--- src/rtl/ctrl_pipe.sv ---
// Pipelined control unit: ID decode carried through EX/MEM/WB stage registers,
// with load-use stall, branch flush, memory freeze, halt and illegal tracking.
module ctrl_pipe #(
    parameter int OP_W  = 5,
    parameter int REG_W = 3,
    parameter int CNT_W = 16
) (
    input  logic             clk,
    input  logic             rst,
    input  logic             id_valid,
    input  logic [OP_W-1:0]  id_op,
    input  logic [REG_W-1:0] id_rd,
    input  logic [REG_W-1:0] id_rs,
    input  logic [REG_W-1:0] id_rt,
    input  logic             flush,
    input  logic             mem_ready,
    output logic             stall_if,
    output logic             ex_valid,
    output logic             ex_alu_src,
    output logic             ex_pc_sel,
    output logic [2:0]       ex_alu_op,
    output logic [1:0]       ex_i_sel,
    output logic             mem_valid,
    output logic [1:0]       mem_we,
    output logic             wb_valid,
    output logic             wb_rf_we,
    output logic             wb_rev_sel,
    output logic [1:0]       wb_memreg,
    output logic [REG_W-1:0] wb_rd,
    output logic             halted,
    output logic             illegal,
    output logic [CNT_W-1:0] stall_cnt
);

    typedef struct packed {
        logic             valid;
        logic             halt;
        logic             rf_we;
        logic [1:0]       mem_we;
        logic             alu_src;
        logic [1:0]       i_sel;
        logic [1:0]       memreg;
        logic             rev_sel;
        logic             pc_sel;
        logic [2:0]       alu_op;
        logic [REG_W-1:0] rd;
    } ctl_t;

    ctl_t       dec, ex_in, ex_q, mem_q, wb_q;
    logic [4:0] op5;
    logic       reads_rs, reads_rt, bad;
    logic       load_use, freeze, admit, halt_pend;

    assign op5 = id_op[OP_W-1 -: 5];

    always_comb begin
        dec         = '0;
        dec.valid   = id_valid;
        dec.memreg  = 2'b11;
        dec.pc_sel  = 1'b1;
        dec.alu_op  = op5[2:0];
        dec.rd      = id_rd;
        reads_rs    = 1'b0;
        reads_rt    = 1'b0;
        bad         = 1'b0;
        unique case (1'b1)
            (op5 == 5'b00000): begin
                dec.pc_sel = 1'b0;
                dec.halt   = 1'b1;
            end
            (op5 == 5'b00001): begin
            end
            (op5[4:1] == 4'b0100): begin
                dec.rf_we   = 1'b1;
                dec.alu_src = 1'b1;
                reads_rs    = 1'b1;
            end
            (op5[4:1] == 4'b0101): begin
                dec.rf_we   = 1'b1;
                dec.alu_src = 1'b1;
                dec.i_sel   = 2'b01;
                reads_rs    = 1'b1;
            end
            (op5[4:2] == 3'b101): begin
                dec.rf_we   = 1'b1;
                dec.alu_src = 1'b1;
                reads_rs    = 1'b1;
            end
            (op5 == 5'b10000): begin
                dec.mem_we  = 2'b11;
                dec.alu_src = 1'b1;
                reads_rs    = 1'b1;
                reads_rt    = 1'b1;
            end
            (op5 == 5'b10001): begin
                dec.rf_we   = 1'b1;
                dec.mem_we  = 2'b10;
                dec.alu_src = 1'b1;
                dec.memreg  = 2'b00;
                reads_rs    = 1'b1;
            end
            (op5 == 5'b10011): begin
                dec.rf_we   = 1'b1;
                dec.mem_we  = 2'b11;
                dec.alu_src = 1'b1;
                reads_rs    = 1'b1;
                reads_rt    = 1'b1;
            end
            (op5 == 5'b11001): begin
                dec.rf_we   = 1'b1;
                dec.rev_sel = 1'b1;
                reads_rs    = 1'b1;
            end
            (op5 == 5'b11011): begin
                dec.rf_we = 1'b1;
                reads_rs  = 1'b1;
                reads_rt  = 1'b1;
            end
            default: bad = 1'b1;
        endcase
    end

    assign load_use = ex_q.valid && ex_q.mem_we == 2'b10 && id_valid &&
                      ((reads_rs && id_rs == ex_q.rd) ||
                       (reads_rt && id_rt == ex_q.rd));
    assign freeze   = mem_q.valid && mem_q.mem_we != 2'b00 && !mem_ready;
    assign admit    = id_valid && !halt_pend && !flush && !load_use;
    // a pending HALT blocks fetch for good, even across a flush
    assign stall_if = freeze || halt_pend || (load_use && !flush);

    always_comb begin
        ex_in = '0;
        if (admit) ex_in = dec;
    end

    always_ff @(posedge clk or negedge rst) begin
        if (!rst) begin
            ex_q      <= '0;
            mem_q     <= '0;
            wb_q      <= '0;
            halt_pend <= 1'b0;
            halted    <= 1'b0;
            illegal   <= 1'b0;
            stall_cnt <= '0;
        end else begin
            if (freeze) begin
                wb_q <= '0;
            end else begin
                ex_q  <= ex_in;
                mem_q <= ex_q;
                wb_q  <= mem_q;
                if (admit && dec.halt) halt_pend <= 1'b1;
                if (admit && bad) illegal <= 1'b1;
                if (mem_q.valid && mem_q.halt) halted <= 1'b1;
            end
            if ((freeze || load_use) && stall_cnt != {CNT_W{1'b1}})
                stall_cnt <= stall_cnt + CNT_W'(1);
        end
    end

    assign ex_valid   = ex_q.valid;
    assign ex_alu_src = ex_q.alu_src;
    assign ex_pc_sel  = ex_q.pc_sel;
    assign ex_alu_op  = ex_q.alu_op;
    assign ex_i_sel   = ex_q.i_sel;
    assign mem_valid  = mem_q.valid;
    assign mem_we     = mem_q.mem_we;
    assign wb_valid   = wb_q.valid;
    assign wb_rf_we   = wb_q.rf_we;
    assign wb_rev_sel = wb_q.rev_sel;
    assign wb_memreg  = wb_q.memreg;
    assign wb_rd      = wb_q.rd;

endmodule

--- config.mk ---
export PLATFORM = sky130hd
export DESIGN_NAME = ctrl_pipe
export DESIGN_NICKNAME = d
export VERILOG_FILES = /design/src/rtl/ctrl_pipe.sv
export SDC_FILE = /design/constraint.sdc
export NUM_CORES = 1
export LEC_CHECK = 0
export BUFFER_PORTS_ARGS = -buffer_cell sky130_fd_sc_hd__buf_2
export CAP_MARGIN = 0
export CORE_MARGIN = 2
export CORE_UTILIZATION = 45
export CTS_CLUSTER_DIAMETER = 150
export DETAILED_ROUTE_END_ITERATION = 7
export PLACE_DENSITY = 0.66
export SLEW_MARGIN = 20
export SYNTH_ARGS = -nofsm -noshare
export SYNTH_HDL_FRONTEND = slang
export SYNTH_SLANG_ARGS = --single-unit
--- constraint.sdc ---
create_clock -name clk -period 2.3 [get_ports clk]
set_input_delay 0.345 -clock clk [delete_from_list [all_inputs] [get_ports clk]]
set_output_delay 0.345 -clock clk [all_outputs]
set_load 0.01 [all_outputs]
# == Yosys cells after proc, flatten, opt, wreduce, memory -nomap -nowiden ==
# Cells that the tools add are included.
# word_totals
regBits,63
input_bits,19
out_inout_bits,38
elab_cells,93
# classes
add_sub_neg,1
eq_ne,13
n_mux,13
n_bitwise,1
n_reduce_logical,34
# ops
op,n
two-way mux 18 bit,2
"== test 5 bit, second input constant",5
"adder 16 x 1 -> 16 bit, second input constant",1
"inequality test 16 bit, second input constant",1
logical AND 1 bit,15
OR reduction 10 bit,1
two-way mux 1 bit,9
"== test 4 x 3 -> 1 bit, second input constant",2
OR reduction 8 bit,1
OR reduction 7 bit,1
== test 3 bit,2
AND reduction 2 bit,3
OR reduction 6 bit,1
"== test 5 x 1 -> 1 bit, second input constant",1
logical NOT 5 bit,1
logical NOT 1 bit,4
logical OR 1 bit,4
one-hot mux 2 bit (2 select lines),1
"== test 3 bit, second input constant",1
OR reduction 3 bit,1
"== test 2 bit, second input constant",1
two-way mux 2 bit,1
nonzero test 2 bit,1
OR reduction 2 bit,1
inverter 1 bit,1

# == Longest topological paths before layout ==
# depth
word_depth,10
depth_mapped,8
depth_no_buf,7

# == Least setup slack after synthesis ==
# No wires, ideal clock.
# synth_path
path_kind,input -> output
start,input id_op[0]
end,output stall_if
arrival_ps,1719
required_time_ps,1955
slack_ps,236
path_stages,7
path_buffers,1
path_cell_list,buf_6 -> or3_4 -> a2111oi_4 -> a32oi_1 -> nor2_2 -> inv_1 -> o21ai_0
# synth_via
elab_chain_cells,8
elab_cells_between_ends,15
cone_classes,eq/ne (5); mux (2); reduce/logical (8)
# synth_lines
item,line,source
from (decl),11,"input logic [OP_W-1:0] id_op,"
== test 5 bit (on tied branches),-,
OR reduction 8 bit (no source line) or OR reduction 3 bit (tied branches),-,
two-way mux 1 bit,66,unique case (1'b1)
logical AND 1 bit (on tied branches),"124, 125",
logical OR 1 bit *,124,((reads_rs && id_rs == ex_q.rd) ||
logical AND 1 bit *,123,assign load_use = ex_q.valid && ex_q.mem_we == 2'b10 && id_valid &&
logical AND 1 bit *,129,assign stall_if = freeze || halt_pend || (load_use && !flush);
logical OR 1 bit *,129,
to (decl),17,"output logic stall_if,"
# Mark *: on every way between the ends. The rest lies on a longest branch, timed or not.

# == Worst setup path after layout ==
# Ends and elaborated chain as after synthesis.

==> flow_summary.html <==
<table>
<tr><th>Metric</th><th>Value</th></tr>
<tr><th colspan="2">Power and ir drop</th></tr>
<tr><td>Net switching power</td><td>~0.42 mW</td></tr>
<tr><td>Portion of total power attributed to the clock network</td><td>37.2%</td></tr>
<tr><td>Cell area power density</td><td>636 nW/um^2</td></tr>
<tr><td>Logic pwr share</td><td>9.6%</td></tr>
<tr><td>Switching part of the total power</td><td>23.1%</td></tr>
<tr><td>Maximum vdd drop</td><td>~0.31 mV</td></tr>
<tr><td>Lkg Pwr</td><td>between 1 and 1.5 nW</td></tr>
<tr><td>P_int</td><td>about 1.4 mW</td></tr>
<tr><td>Sequential share of power</td><td>between 50% and 60%</td></tr>
<tr><th colspan="2">Worst setup path</th></tr>
<tr><td>Largest fanout on the critical path</td><td>4</td></tr>
<tr><td>Kind of launch point of the worst setup path</td><td>input pin</td></tr>
<tr><td>Category of the critical setup timing path</td><td>input pin to primary output</td></tr>
<tr><td>Data required, critical path</td><td>1.96 ns</td></tr>
<tr><td>Critical path data arrival time</td><td>around 1.8 ns</td></tr>
<tr><td>Endpoint kind of the worst setup timing path</td><td>primary output</td></tr>
<tr><th colspan="2">Clock tree</th></tr>
<tr><td>Setup repair bufs after CTS</td><td>0</td></tr>
<tr><td>H-tree depth</td><td>2</td></tr>
<tr><td>Number of gates resized after CTS</td><td>0</td></tr>
<tr><td>Max clock buf depth</td><td>2</td></tr>
<tr><td>Number of hold buffers added after CTS</td><td>0</td></tr>
<tr><td>Latest clock arrival within the worst-skew pair</td><td>0.31 ns</td></tr>
<tr><td>Clock tree sinks</td><td>52</td></tr>
<tr><td>TritonCTS Buffers</td><td>5</td></tr>
<tr><td>CTS clock-pin slew for the worst setup and hold paths</td><td>0.09 ns</td></tr>
<tr><td>Root buffer selected by CTS</td><td>sky130_fd_sc_hd__clkbuf_8</td></tr>
<tr><td>TritonCTS clock tree</td><td>yes</td></tr>
<tr><th colspan="2">Synth</th></tr>
<tr><td>Synth Register Bits</td><td>52</td></tr>
<tr><td>Number of nets produced by synthesis</td><td>232</td></tr>
<tr><td>Number of unique standard cell types used by synthesis</td><td>between 40 and 50</td></tr>
<tr><td>Syn avg cell area</td><td>between 10 and 15 um^2</td></tr>
<tr><td>Ys async rst share</td><td>100%</td></tr>
<tr><td>Main flop type after synthesis</td><td>sky130_fd_sc_hd__dfrtp_1</td></tr>
<tr><td>Post-synth top area share</td><td>53.0%</td></tr>
<tr><td>Number of warnings issued by yosys</td><td>0</td></tr>
<tr><td>Mapped Cells</td><td>212</td></tr>
<tr><td>Leading post-synthesis cells by cell area</td><td>sky130_fd_sc_hd__dfrtp_1 (53%), sky130_fd_sc_hd__xor2_1 (6.8%), sky130_fd_sc_hd__mux2_2 (5.0%), sky130_fd_sc_hd__a22o_1 (2.9%), sky130_fd_sc_hd__buf_4 (2.4%)</td></tr>
<tr><td>Post-Syn Area</td><td>2460 um^2</td></tr>
<tr><td>Biggest area consumer among synthesized cells</td><td>sky130_fd_sc_hd__dfrtp_1</td></tr>
<tr><td>Post-synthesis sequential area ratio</td><td>53.0%</td></tr>
<tr><td>Number of enable-type register cells in the synthesized netlist</td><td>0</td></tr>
<tr><th colspan="2">Cells and area</th></tr>
<tr><td>Non-filler instance count after layout</td><td>approximately 330</td></tr>
<tr><td>Nets@finish</td><td>281</td></tr>
<tr><td>Non-Filler Cell Area, Final</td><td>2880 um^2</td></tr>
<tr><td>Area growth from synthesis to final layout</td><td>17.1%</td></tr>
<tr><td>Final design utilization</td><td>between 50% and 60%</td></tr>
<tr><td>Count of antenna diodes in the layout</td><td>0</td></tr>
<tr><td>Filler cell count in the final layout</td><td>458</td></tr>
<tr><td>Ratio of cells with drive above 1 in the final layout</td><td>between 30% and 40%</td></tr>
<tr><th colspan="2">GRT</th></tr>
<tr><td>Pin count of the biggest net entering global routing</td><td>28</td></tr>
<tr><td>Global-route wire length before repair</td><td>7.99 mm</td></tr>
<tr><td>Number of antenna violations at the first check in global routing</td><td>0</td></tr>
<tr><td>All-layer global routing usage</td><td>17.3%</td></tr>
<tr><td>Vias in the first global route</td><td>1,643</td></tr>
<tr><td>Total congestion overflow after global routing</td><td>0</td></tr>
<tr><th colspan="2">Timing</th></tr>
<tr><td>Setup skew after layout</td><td>0.00819 ns</td></tr>
<tr><td>Final count of pins violating max slew</td><td>0</td></tr>
<tr><td>Period minus WS final</td><td>2.18 ns</td></tr>
<tr><td>Actual slew at the worst max-slew pin</td><td>roughly 0.73 ns</td></tr>
<tr><td>Smallest setup slack after layout</td><td>between 0.1 and 0.15 ns</td></tr>
<tr><td>Unrepaired setup endpoints after global routing</td><td>false</td></tr>
<tr><td>Post-Route Setup TNS</td><td>0 ns</td></tr>
<tr><td>Final period util</td><td>between 90% and 100%</td></tr>
<tr><td>Final count of hold timing violations</td><td>0</td></tr>
<tr><td>Final number of setup-violating endpoints</td><td>0</td></tr>
<tr><td>Normalized max-slew margin</td><td>50.8%</td></tr>
<tr><td>Max Clock Freq</td><td>459 MHz</td></tr>
<tr><th colspan="2">Place</th></tr>
<tr><td>Final weighted congestion of routability-driven global placement</td><td>0.776</td></tr>
<tr><td>Cell count after placement</td><td>324</td></tr>
<tr><td>Setup slack at placement</td><td>roughly 0.094 ns</td></tr>
<tr><td>PortBufs</td><td>55</td></tr>
<tr><td>Area after detailed placement</td><td>between 2000 and 3000 um^2</td></tr>
<tr><td>DP HPWL</td><td>3.48 mm</td></tr>
<tr><th colspan="2">Floorplanning</th></tr>
<tr><td>Chip height</td><td>77.9 um</td></tr>
<tr><td>Number of top-level pins</td><td>57</td></tr>
<tr><td>Floorplan die area</td><td>6070 um^2</td></tr>
<tr><td>Starting density of the core</td><td>47.5%</td></tr>
<tr><td>Die Wd</td><td>between 70 and 80 um</td></tr>
<tr><td>Standard-cell rows</td><td>26</td></tr>
<tr><td>Area of the core region</td><td>5170 um^2</td></tr>
<tr><th colspan="2">Routing</th></tr>
<tr><td>DRC errors left</td><td>0</td></tr>
<tr><td>Count of antenna-violating nets left after detailed routing</td><td>0</td></tr>
<tr><td>Total via count after detailed routing</td><td>roughly 1,700</td></tr>
<tr><td>First-iteration detailed-routing DRC count</td><td>75</td></tr>
<tr><td>Detailed-routing iteration count for the pre-antenna-repair pass</td><td>7</td></tr>
<tr><td>Detail-routed net length per standard cell</td><td>around 14 um</td></tr>
<tr><td>Routed Wire Length</td><td>4.77 mm</td></tr>
<tr><td>Post-DR vias/cell</td><td>between 5 and 6</td></tr>
<tr><th colspan="2">Run status</th></tr>
<tr><td>Status</td><td>completed</td></tr>
<tr><th colspan="2">Flow run</th></tr>
<tr><td>Max-capacitance violation count</td><td>0</td></tr>
<tr><th colspan="2">Worst hold path</th></tr>
<tr><td>Class of the tightest hold or removal check</td><td>input pin to async pin</td></tr>
</table>
-- registers in the layout (all words and copies together), names as in the netlist, 2 cells and up --
| register | flops |
|---|---|
| ex_alu_op | 3 |
| mem_q | 7 |
| mem_we | 2 |
| ex_q | 9 |
| stall_cnt | 16 |
| wb_rd | 3 |
-- power by group through the flow --
| stage | clock, mW | sequential [mW] | combinational [mW] |
|---|---|---|---|
| 2_1_floorplan | 0 | 0.995 | 0.0966 |
| 3_3_place_gp | 0 | 0.991 | 0.175 |
| 3_5_place_dp | 0 | 0.991 | 0.178 |
| 4_1_cts | 0.691 | 0.973 | 0.179 |
| 5_1_grt | 0.740 | 0.979 | 0.197 |
| 6_report | 0.681 | 0.973 | 0.176 |
-- worst paths after layout --
| path | cells after the start | startpoint | to | slack (ns) |
|---|---|---|---|---|
| setup / recovery | 8 | id_op[0] | stall_if | 0.12 |
| hold / removal | 1 | rst | wb_valid | 0.03 |
| setup reg to reg | 6 | ex_q[0] | ex_q[7] | 0.25 |
| hold reg to reg | 1 | halted | halted | 0.48 |
| max in group asynchronous | 2 | rst | mem_q[1] | 1.71 |
| min in group clk | 2 | id_rd[1] | ex_q[1] | 0.27 |
-- cell families after synthesis --
logic type	share of synthesized area, %
XOR/XNOR	7.49
multiplexers	5.45
buffers and inverters	5.50
flip-flops	53.0
other	0.153
adder cells (fa/ha/maj)	0.509
AND/OR/NAND/NOR	17.5
AO/OA/AOI/OAI	10.4
-- cells in the final DEF, fill, tap and decap left out, drive strengths merged, types with 3 or more instances in the layout --
master,Yosys,routed
a21o,3,3
a21oi,3,3
a22o,8,8
a32o,5,5
buf,15,60
clkbuf,3,7
dfrtp,52,52
inv,3,3
mux2,11,11
nand2,13,13
nand2b,4,4
nand3,7,7
nand4,3,3
nor2,19,19
nor2b,9,9
nor3,10,10
o21ai,5,5
xor2,19,19
-- per-layer routing --
metal	GRT usage [%]	wire [um]	share of wire, %
met1	23.7	2240	47
met2	25.6	2220	47
met3	4.88	233	4.9
met4	7.32	76	1.6
met5	0	0	0
-- final cells by class --
type                       count  area (um^2)  area share [%]
sequential                    52         1300            45.2
multi-input combinational    139         1020            35.6
timing repair buffer          60          325            11.3
clock buffer                   7         96.3            3.35
tap                           70         87.6            3.04
clock inverter                 1         30.0            1.04
inverter                       3         11.3           0.391
-- Yosys cell counts (all sizes together), types with 4 or more instances --
cell type,count
xor2,19
nor2b,9
o21ai,5
buf,15
nor2,19
dfrtp,52
nor3,10
mux2,11
nand2b,4
a22o,8
a32o,5
nand3,7
nand2,13
-- through the flow --
step / total power [mW] / hold WS (ns)
global placement: 1.17 / 0.380
floorplan: 1.09 / 0.0494
CTS: 1.84 / 0.0480
global route: 1.92 / 0.0681
detailed placement: 1.17 / 0.383
finish: 1.83 / 0.0323
-- worst max-delay path: stages --
cell	delay [ns]
sky130_fd_sc_hd__buf_2	0.12
sky130_fd_sc_hd__or3_4	0.38
sky130_fd_sc_hd__a2111oi_4	0.33
sky130_fd_sc_hd__a32oi_1	0.13
sky130_fd_sc_hd__nor2_2	0.20
sky130_fd_sc_hd__inv_1	0.07
sky130_fd_sc_hd__o21ai_1	0.11
sky130_fd_sc_hd__buf_2	0.14
Note: power is estimated with default switching activity, not from simulation.
